## src/rtl/matraptor_row_dispatcher.sv

```systemverilog
// MatRaptor row dispatcher: streams row-ordered sparse elements to PEs,
// one whole row per PE, using a one-element lookahead to flag row ends.
module matraptor_row_dispatcher #(
  parameter int DATA_W  = 32,
  parameter int IDX_W   = 16,
  parameter int NUM_PES = 4
) (
  input  logic               clk,
  input  logic               rst,
  input  logic               in_valid,
  output logic               in_ready,
  input  logic [DATA_W-1:0]  in_val,
  input  logic [IDX_W-1:0]   in_row,
  input  logic [IDX_W-1:0]   in_col,
  input  logic               in_last,
  output logic [NUM_PES-1:0] pe_valid,
  input  logic [NUM_PES-1:0] pe_ready,
  output logic [DATA_W-1:0]  pe_val,
  output logic [IDX_W-1:0]   pe_row,
  output logic [IDX_W-1:0]   pe_col,
  output logic               pe_row_end,
  output logic               pe_last,
  input  logic [NUM_PES-1:0] pe_row_done,
  output logic [IDX_W-1:0]   row_cnt,
  output logic               busy,
  output logic               done,
  output logic               err_spurious
);
  localparam int PW = $clog2(NUM_PES);
  localparam logic [PW:0] NPL = (PW+1)'(NUM_PES);

  typedef enum logic [2:0] {
    S_IDLE, S_ROW, S_FLUSH, S_WAIT, S_DONE
  } state_t;

  state_t state, state_n;

  logic               h_v, h_last;
  logic [DATA_W-1:0]  h_val;
  logic [IDX_W-1:0]   h_row, h_col;
  logic [NUM_PES-1:0] pe_busy, busy_n, clr_busy;
  logic [PW-1:0]      rr_ptr, cur_pe, sel, off, rr_nxt;
  logic [PW:0]        sum;
  logic [2*NUM_PES-1:0] free2;
  logic [NUM_PES-1:0] rot;
  logic sel_ok, out_fire, accept, row_stays, alloc;

  // Rotate the free mask so the lowest set bit is the first
  // free PE at or after rr_ptr.
  always_comb begin
    free2 = {~pe_busy, ~pe_busy} >> rr_ptr;
    rot = free2[NUM_PES-1:0];
    sel_ok = |rot;
    off = '0;
    for (int k = NUM_PES-1; k >= 0; k--)
      if (rot[k]) off = PW'(k);
    sum = {1'b0, rr_ptr} + {1'b0, off};
    if (sum >= NPL) sum = sum - NPL;
    sel = sum[PW-1:0];
    rr_nxt = (sel == PW'(NUM_PES-1)) ? '0 : sel + PW'(1);
  end

  assign pe_val = h_val;
  assign pe_row = h_row;
  assign pe_col = h_col;

  always_comb begin
    pe_valid = '0;
    if (!rst && h_v && (h_last || in_valid))
      pe_valid[cur_pe] = 1'b1;
    out_fire = |(pe_valid & pe_ready);
    pe_row_end = !rst && (h_last || (in_row != h_row));
    pe_last = !rst && h_last;
    row_stays = (state == S_ROW) && !(out_fire && pe_row_end);
    in_ready = !rst
      && (state == S_IDLE || state == S_ROW)
      && (!h_v || out_fire)
      && (row_stays || sel_ok);
    accept = in_valid && in_ready;
    alloc = accept && !row_stays;
    clr_busy = pe_busy & ~pe_row_done;
    busy_n = clr_busy;
    if (alloc) busy_n[sel] = 1'b1;
    busy = !rst && (state != S_IDLE);
    done = !rst && (state == S_DONE);
    state_n = state;
    unique case (state)
      S_IDLE, S_ROW: begin
        if (accept && in_last)
          state_n = S_FLUSH;
        else if (accept)
          state_n = S_ROW;
        else if (out_fire && pe_row_end)
          state_n = S_IDLE;
      end
      S_FLUSH: if (out_fire) state_n = S_WAIT;
      S_WAIT:  if (clr_busy == '0) state_n = S_DONE;
      S_DONE:  state_n = S_IDLE;
      default: state_n = S_IDLE;
    endcase
  end

  always_ff @(posedge clk) begin
    if (rst) begin
      state        <= S_IDLE;
      h_v          <= 1'b0;
      h_last       <= 1'b0;
      h_val        <= '0;
      h_row        <= '0;
      h_col        <= '0;
      pe_busy      <= '0;
      rr_ptr       <= '0;
      cur_pe       <= '0;
      row_cnt      <= '0;
      err_spurious <= 1'b0;
    end else begin
      state   <= state_n;
      pe_busy <= busy_n;
      if (|(pe_row_done & ~pe_busy))
        err_spurious <= 1'b1;
      if (out_fire) begin
        h_v    <= 1'b0;
        h_last <= 1'b0;
      end
      if (accept) begin
        h_v    <= 1'b1;
        h_last <= in_last;
        h_val  <= in_val;
        h_row  <= in_row;
        h_col  <= in_col;
      end
      if (alloc) begin
        cur_pe  <= sel;
        rr_ptr  <= rr_nxt;
        row_cnt <= row_cnt + IDX_W'(1);
      end
    end
  end
endmodule
```

## config.mk

```make
export PLATFORM = sky130hd
export DESIGN_NAME = matraptor_row_dispatcher
export DESIGN_NICKNAME = d
export VERILOG_FILES = /design/src/rtl/matraptor_row_dispatcher.sv
export SDC_FILE = /design/constraint.sdc
export NUM_CORES = 1
export LEC_CHECK = 0
export CAP_MARGIN = 5
export CORE_MARGIN = 1.5
export CORE_UTILIZATION = 34
export DETAILED_ROUTE_END_ITERATION = 10
export GPL_ROUTABILITY_DRIVEN = 0
export PLACE_DENSITY_LB_ADDON = 0.25
export RECOVER_POWER = 25
export SETUP_SLACK_MARGIN = 0.1
export SLEW_MARGIN = 20
export SYNTH_ARGS = -nofsm -noshare
export SYNTH_HDL_FRONTEND = slang
export SYNTH_SLANG_ARGS = --single-unit
export TNS_END_PERCENT = 1
```

## constraint.sdc

```tcl
create_clock -name clk -period 7.05 [get_ports clk]
set_input_delay 1.7625 -clock clk [delete_from_list [all_inputs] [get_ports clk]]
set_output_delay 1.7625 -clock clk [all_outputs]
set_load 0.05 [all_outputs]
```

**After elaboration in Yosys (flattened, before gate mapping)**

Index checks and enable logic that the tools add are counted.

- Equality and inequality tests: 9
- Muxes and demuxes: 21
- Bitwise operators: 6
- Add/subtract/negate cells: 4
- Magnitude comparators: 5
- Reductions and logical operators: 34
- Shift-type cells: 1

Operators with widths:

| kind | number |
|---|---|
| $add A16 B1 Y16 const B | 1 |
| $logic_and A1 B1 Y1 | 16 |
| $ne A16 B16 Y1 | 1 |
| $mux W3 | 5 |
| $and A4 B4 Y4 | 3 |
| $mux W2 | 6 |
| $reduce_or A4 Y1 | 3 |
| $pmux W3 S3 | 1 |
| $mux W4 | 2 |
| $not A4 Y4 | 2 |
| $shr A8 B2 Y4 | 1 |
| $eq A3 B2 Y1 const B | 2 |
| $lt A2 B3 Y1 const B | 2 |
| $logic_or A1 B1 Y1 | 5 |
| $mux W1 | 5 |
| $demux W1 S2 | 2 |
| $ge A2 B1 Y1 const B | 2 |
| $logic_not A1 Y1 | 4 |
| $logic_not A4 Y1 | 1 |
| $ne A2 B2 Y1 const B | 2 |
| $ne A4 B4 Y1 const B | 1 |
| $or A4 B4 Y4 | 1 |
| $add A2 B2 Y3 | 1 |
| $eq A3 B1 Y1 const B | 1 |
| other kinds (10) | 10 |

- Input bits: 76
- Bits in registers: 94
- Logic and storage cells: 91
- Output and inout port bits: 90

**Logic depth before layout (Yosys ltp)**

Gate-level depths: netlist of run 1.

- Depth in word-level cells: 16
- Gate-level depth with buffers: 12
- Depth with buffers taken out: 12

**Worst setup path after synthesis of run 1**

Ideal clock, no wire load.

- Kind: input port to output port
- Start point: input rst
- End point: output done
- Stages on the path: 3
- Arrival time: 3,770 ps
- Path buffers: 2
- Data required time: 5,287 ps
- Path slack: 1,517 ps
- Cells stage by stage: clkbuf_1 > clkbuf_1 > nor4b_1

- Longest elaborated chain between the ends: 2

RTL lines:

| what | line | text |
|---|---|---|
| start: declaration | 9 | `input logic rst,` |
| $logic_not A1 Y1 | 85 | `done = !rst && (state == S_DONE);` |
| $logic_and A1 B1 Y1 | 85 |  |
| end: declaration | 26 | `output logic done,` |

No other way between the ends.

**Worst setup path in the final report of run 1**

- Start point: input in_row[2]
- End point: output in_ready

- Longest elaborated chain between the ends: 8

RTL lines:

| what | line | text |
|---|---|---|
| start: declaration | 13 | `input logic [IDX_W-1:0] in_row,` |
| $ne A16 B16 Y1 | 72 | `pe_row_end = !rst && (h_last \|\| (in_row != h_row));` |
| $logic_or A1 B1 Y1 | 72 |  |
| $logic_and A1 B1 Y1 | 72 |  |
| $logic_and A1 B1 Y1 | 74 | `row_stays = (state == S_ROW) && !(out_fire && pe_row_end);` |
| $logic_not A1 Y1 | 74 |  |
| $logic_and A1 B1 Y1 | 74 |  |
| $logic_or A1 B1 Y1 | 78 | `&& (row_stays \|\| sel_ok);` |
| $logic_and A1 B1 Y1 | 78 |  |
| end: declaration | 11 | `output logic in_ready,` |

No other way between the ends.

==> impl_metrics.yaml, run 1 <==
power_and_ir_drop:
  seqPwrFrac_pct: 42.1
  combPwrFrac_pct: 19.3
  swShare_pct: 28.50
  p_int_uw: 982.6
  clockPowerShare_pct: 38.6
  ir_worst_vdd_mv: 0.1511
  leakage_nw: 2.248
  power_density_nw_per_um2: 222.6
  power.switching_uw: 391.7
routing:
  finalWirelength_mm: 11.55
  viasPerCell: 4.981
  first_pass_iters: 4
  drt_iter0_markers: 157
  drt-wirelength-per-cell_um: 14.07
  antenna_left: 0
  drc: 0
  dr_total_vias: 4089
global_routing:
  antenna_found_initial: 0
  grt_pass1_wl_mm: 18.84
  grt_max_degree: 53
  grtUsageTotal_pct: 18.39
  grt_pass1_vias: 4004
  grt.overflow.total: 0
clocking:
  cts_resized: 0
  htreeDepth: 3
  path_clk_slew_ps: 70
  ctsHoldBuffers: 0
  cts-root-buf: "clkbuf_16"
  cts.path.max_buffers: 2
  clk_latency_ps: 350
  cts_tree: "done"
  post_cts_buffers: 0
  numCtsBuffers: 9
  cts.sinks: 94
synth:
  yosysTopAreaCell: "dfxtp_1"
  synth_xor_area_share_pct: 4.472
  syn-mean-instance-area_um2: 7.789
  yosysTopAreaCellShare_pct: 45.76
  ys_warn_count: 0
  synthMuxAreaShare_pct: 1.034
  synthTopCellsByCount: "nand2_1, dfxtp_1, a21oi_1"
  yosys-top-cells-area: "dfxtp_1, nand2_1, a21oi_1, xor2_1, clkbuf_1"
  synthArstFlopShare_pct: 0
  synth.distinct_cells: 48
  synthCells: 528
  synth_fa_ha_area_share_pct: 1.825
  syn_area_um2: 4113
  synth_compound_area_share_pct: 17.65
  synth_ff_type: "dfxtp_1"
  synth-seq-cells: 94
  synth_top_family_by_area: "simple AND/OR/NAND/NOR gates"
  synth.most_common_cell: "nand2_1"
  synth_edf_count: 0
  seq_area_frac_synth_pct: 45.76
  synth_nets: 610
  synthSimpleGateAreaFrac_pct: 25.19
worst_setup_path:
  crit_required_ps: 5290
  crit_path_start_kind: "input pin"
  end_kind: "primary output"
  crit_fanout: 5
  r2r_slack_ps: 4030
  cp.arrival_ps: 4580
  path_class: "in -> out"
  cp_cell_sequence: "clkdlybuf4s50_1 > xnor2_1 > nand4_1 > or3_1 > nor3_1 > o211a_1 > clkdlybuf4s50_1"
  crit_path_max_incr_delay_ps: 820
  crit_slowest_cell: "clkdlybuf4s50_1"
  path_common_cell: "clkdlybuf4s50_1"
sta:
  tightest_slew_ps: 757.5
  tns_ps: 0
  slew_violations: 0
  max_freq_mhz: 157.7
  rsz0062_at_grt: "false"
  period_needed_ps: 6340
  timing.final.crit_share_pct: 89.93
  final_hold_viol_count: 0
  setup_viol: 0
  slew_headroom_pct: 49.31
  clock_skew_ps: 7.532
layout:
  utilization_pct: 53.16
  final_area_um2: 6173
  area_growth_pct: 50.11
  diodes: 0
  nets: 755
  drive_above_1_share_pct: 4.277
place:
  portBuffers: 165
  placed_area_um2: 5842
  hpwl_mm: 8.338
flow_run:
  cap_viol_max_count: 0
floorplan:
  die-area_um2: 12760
  fp.dieH_um: 113.0
  ios: 166
  core_um2: 11610
  initial_core_util_pct: 35.41
  die_width_um: 113.0
  rows: 39
worst_hold_path:
  hold_class: "reg -> reg"
status:
  outcome: "complete, no violations"
==> critical path, delay by kind of cell <==
kind | cells | cell delay (ps)
AO/OA/AOI/OAI | 1 | 250
XOR/XNOR | 1 | 210
buffers and inverters | 2 | 1270
AND/OR/NAND/NOR | 3 | 1080
==> power groups by stage <==
| stage | clock, mW | sequential (mW) | combinational [mW] |
|---|---|---|---|
| 2_1_floorplan | 0 | 0.652 | 0.0997 |
| 3_3_place_gp | 0 | 0.590 | 0.269 |
| 3_5_place_dp | 0 | 0.591 | 0.271 |
| 4_1_cts | 0.545 | 0.579 | 0.272 |
| 5_1_grt | 0.567 | 0.583 | 0.285 |
| 6_report | 0.531 | 0.578 | 0.265 |
==> logic make-up after synthesis <==
kind of cell    Yosys count
simple gates            233
compound gates          127
flops                    94
buf+inv                  43
xor+xnor                 21
fa+ha+maj                 6
mux                       4
==> flip-flops by register name, summed over array words and instances, names as in the netlist <==
signal        flops
cur_pe            2
err_spurious      1
h_last            1
h_v               1
pe_busy           4
pe_col           16
pe_row           16
pe_val           32
row_cnt          16
rr_ptr            2
state             3
==> final timing paths <==
check / cells after the start / start / end
max: 7 / in_row[2] / in_ready
min: 2 / pe_col[12]$_SDFFE_PP0N_ / pe_col[12]$_SDFFE_PP0N_
max reg2reg: 8 / pe_row[9]$_SDFFE_PP0N_ / pe_val[1]$_SDFFE_PP0N_
min reg2reg: 2 / pe_col[12]$_SDFFE_PP0N_ / pe_col[12]$_SDFFE_PP0N_
==> cells in the final DEF, fill, tap and decap left out, types with 3 or more instances in the layout <==
cell type | netlist | final
o31ai_1 | 5 | 5
xor2_1 | 14 | 14
nand4_1 | 3 | 3
o21ai_0 | 11 | 11
nor2b_1 | 3 | 3
or4_1 | 4 | 4
nand2_1 | 151 | 151
and3_1 | 4 | 4
buf_4 | 0 | 4
nand2b_1 | 5 | 5
inv_1 | 9 | 9
or3_1 | 8 | 8
a21oi_1 | 89 | 89
dfxtp_1 | 94 | 94
nor2_1 | 24 | 24
clkdlybuf4s50_1 | 0 | 119
xnor2_1 | 7 | 7
nor3_1 | 10 | 10
nand3_1 | 12 | 12
dlygate4sd3_1 | 0 | 45
clkbuf_16 | 0 | 9
ha_1 | 6 | 6
==> through the flow <==
step                setup slack (ps)  power [mW]  std cells  hold slack, ps
floorplan                       1517      0.7520        528           480.7
global placement               846.5      0.8583        805           440.7
detailed placement             730.9      0.8614        805           448.4
CTS                            714.2       1.396        821           455.8
global route                   550.9       1.435        821           468.2
finish                         710.2       1.374        821           452.3
==> routing by layer <==
| layer | vias up | wire length, µm | global-route usage [%] |
|---|---|---|---|
| met5 | - | 0 | 0 |
| met4 | 0 | 131 | 5.083 |
| met3 | 13 | 1125 | 9.052 |
| met2 | 132 | 5538 | 31.50 |
| met1 | 1870 | 4754 | 20.33 |
| li1 | 2074 | - | - |
==> layout make-up <==
cell class                 instances  area, µm²
clock buffer                      10      239.0
clock inverter                     6      92.59
fill                            1092       5440
inverter                           9      33.78
multi-input combinational        391       2076
sequential                        94       1882
tap                              143      178.9
timing repair buffer             168       1672
(Power assumes the default switching activity.)
==> inputs of run 2 (changes only) <==
CTS_CLUSTER_SIZE = 20   (was default)
==> results of run 2 <==
The final DEF is identical to that of run 1; final timing and power are the same.
==> inputs of run 3 (changes only) <==
CORE_MARGIN = 2   (was 1.5)
==> run 3 against run 2 <==
  * Via count increased by 1.1%
  * Setup slack improved by 43 ps
  * Global-route usage decreased by 0.11 points
  * Non-clock buffer count increased by 1
  * Sequential power about the same
  * Clock-buffer cell count increased by 3
  * Flip-flop and latch count unchanged
  * Critical path type unchanged
  * Largest power group unchanged
==> impl_metrics.yaml, run 3 (synthesis results as in run 1) <==
layout:
  final_common_cell: "nand2_1"
  mostFrequentLayoutCells: "nand2_1, clkdlybuf4s50_1, dfxtp_1"
  nFillCells: 1171
  utilization_pct: 52.00
  diodes: 0
  post_layout_nonfiller_instances: 825
  drive_above_1_share_pct: 4.277
  final_area_um2: 6193
  largest_register_ffs: 32
  area_growth_pct: 50.59
  nets: 756
power_and_ir_drop:
  clockPowerShare_pct: 37.7
  combPwrFrac_pct: 19.8
  ir_worst_vdd_mv: 0.1903
  p_int_uw: 975.2
  leakage_nw: 2.264
  swShare_pct: 28.33
  power_density_nw_per_um2: 219.7
  power.switching_uw: 385.5
  seqPwrFrac_pct: 42.5
  finalPower_mw: 1.361
clocking:
  cts_resized: 0
  post_cts_buffers: 0
  path_clk_slew_ps: 60
  cts.path.max_buffers: 2
  htreeDepth: 3
  cts.sinks: 94
  ctsHoldBuffers: 0
  cts-root-buf: "clkbuf_16"
  cts_tree: "done"
  clk_latency_ps: 350
  numCtsBuffers: 9
worst_setup_path:
  path_delay_family: "buffers and inverters"
  crit_path_max_incr_delay_ps: 820
  reg2regPathDepth: 8
  worstReg2RegEnd: "pe_val[19]$_SDFFE_PP0N_"
  crit_slowest_cell: "clkdlybuf4s50_1"
  cp_cell_sequence: "clkdlybuf4s50_1 > xnor2_1 > nand4_1 > or3_1 > nor3_1 > o211a_1 > clkdlybuf4s50_1"
  r2r_slack_ps: 4100
  crit_path_start_kind: "input pin"
  path_common_cell: "clkdlybuf4s50_1"
  timing.rr.start: "pe_row[13]$_SDFFE_PP0N_"
  end_kind: "primary output"
  crit_required_ps: 5290
  path_class: "in -> out"
  crit_fanout: 5
  cp.arrival_ps: 4530
  critPathBufInv: 2
routing:
  finalWirelength_mm: 11.76
  viasPerCell: 5.011
  first_pass_iters: 4
  drc: 0
  antenna_left: 0
  drt-wirelength-per-cell_um: 14.26
  drt_iter0_markers: 202
  dr_total_vias: 4134
sta:
  timing.final.crit_share_pct: 89.32
  hold_ws_ps: 448.5
  final_hold_viol_count: 0
  slew_violations: 0
  tns_ps: 0
  tightest_slew_ps: 757.9
  period_needed_ps: 6297
  clock_skew_ps: 6.825
  slew_headroom_pct: 49.29
  rsz0062_at_grt: "false"
  setup_viol: 0
  fin_ws_ps: 753.0
  max_freq_mhz: 158.8
worst_hold_path:
  hold_class: "reg -> reg"
  hold_start: "pe_val[0]$_SDFFE_PP0N_"
  whs_endpoint: "pe_val[0]$_SDFFE_PP0N_"
  whs_path_depth: 2
flow_run:
  cap_viol_max_count: 0
floorplan:
  core_um2: 11910
  fp.dieH_um: 114.0
  die_width_um: 114.0
  die-area_um2: 12990
  rows: 40
  initial_core_util_pct: 34.53
  ios: 166
place:
  preCtsSetupSlack_ps: 783.9
  placed_area_um2: 5874
  hpwl_mm: 8.585
  placed_cells: 810
  portBuffers: 165
global_routing:
  grt_max_degree: 52
  grtUsageTotal_pct: 18.28
  grt.overflow.total: 0
  antenna_found_initial: 0
  grt_pass1_vias: 3981
  grt_pass1_wl_mm: 18.95
status:
  outcome: "complete, no violations"
-- run 3: cell count changes in the layout (fill, tap and decap cells not counted) --
cell        before  now
clkbuf_8         1    4
inv_6            1    0
clkinvlp_4       2    0
buf_16           0    1
bufinv_16        2    1
-- run 3: worst register-to-register path: cells and delay by family, from the launching register on --
kind	cells	cell delay [ps]
simple gates	4	1190
compound gates	2	690
buf+inv	1	470
flops	1	380
xor+xnor	1	140
-- run 3: cell type report --
| class | instances | area (µm²) | area share, % |
|---|---|---|---|
| inverters | 9 | 33.78 | 0.5455 |
| multi-input cells | 391 | 2076 | 33.52 |
| clock buffers | 13 | 280.3 | 4.525 |
| repair buffers | 169 | 1699 | 27.43 |
| flip-flops and latches | 94 | 1882 | 30.38 |
| well taps | 147 | 183.9 | 2.970 |
| clock inverters | 2 | 38.79 | 0.6263 |
-- run 3: how the worst max path moves through the flow --
stage,from,to,slack [ps],depth (start not counted)
global placement,in_row[2],in_ready,860,7
global route,in_row[4],in_ready,630,7
floorplan,rst,done,1520,3
CTS,in_row[2],in_ready,760,7
finish,in_row[2],in_ready,750,7
detailed placement,in_row[2],in_ready,780,7
-- run 3: per-layer routing --
layer  track usage (%)  routed length, µm
met5                 0                  0
met4             7.073                203
met3             7.811                917
met2             29.84               5606
met1             21.25               5034
-- run 3: power groups by stage --
stage	sequential [mW]	clock [mW]	combinational, mW
final	0.578	0.513	0.269
after global routing	0.582	0.549	0.288
after CTS	0.579	0.531	0.275
after detailed placement	0.591	0	0.274
after global placement	0.589	0	0.269
after floorplan	0.652	0	0.0997
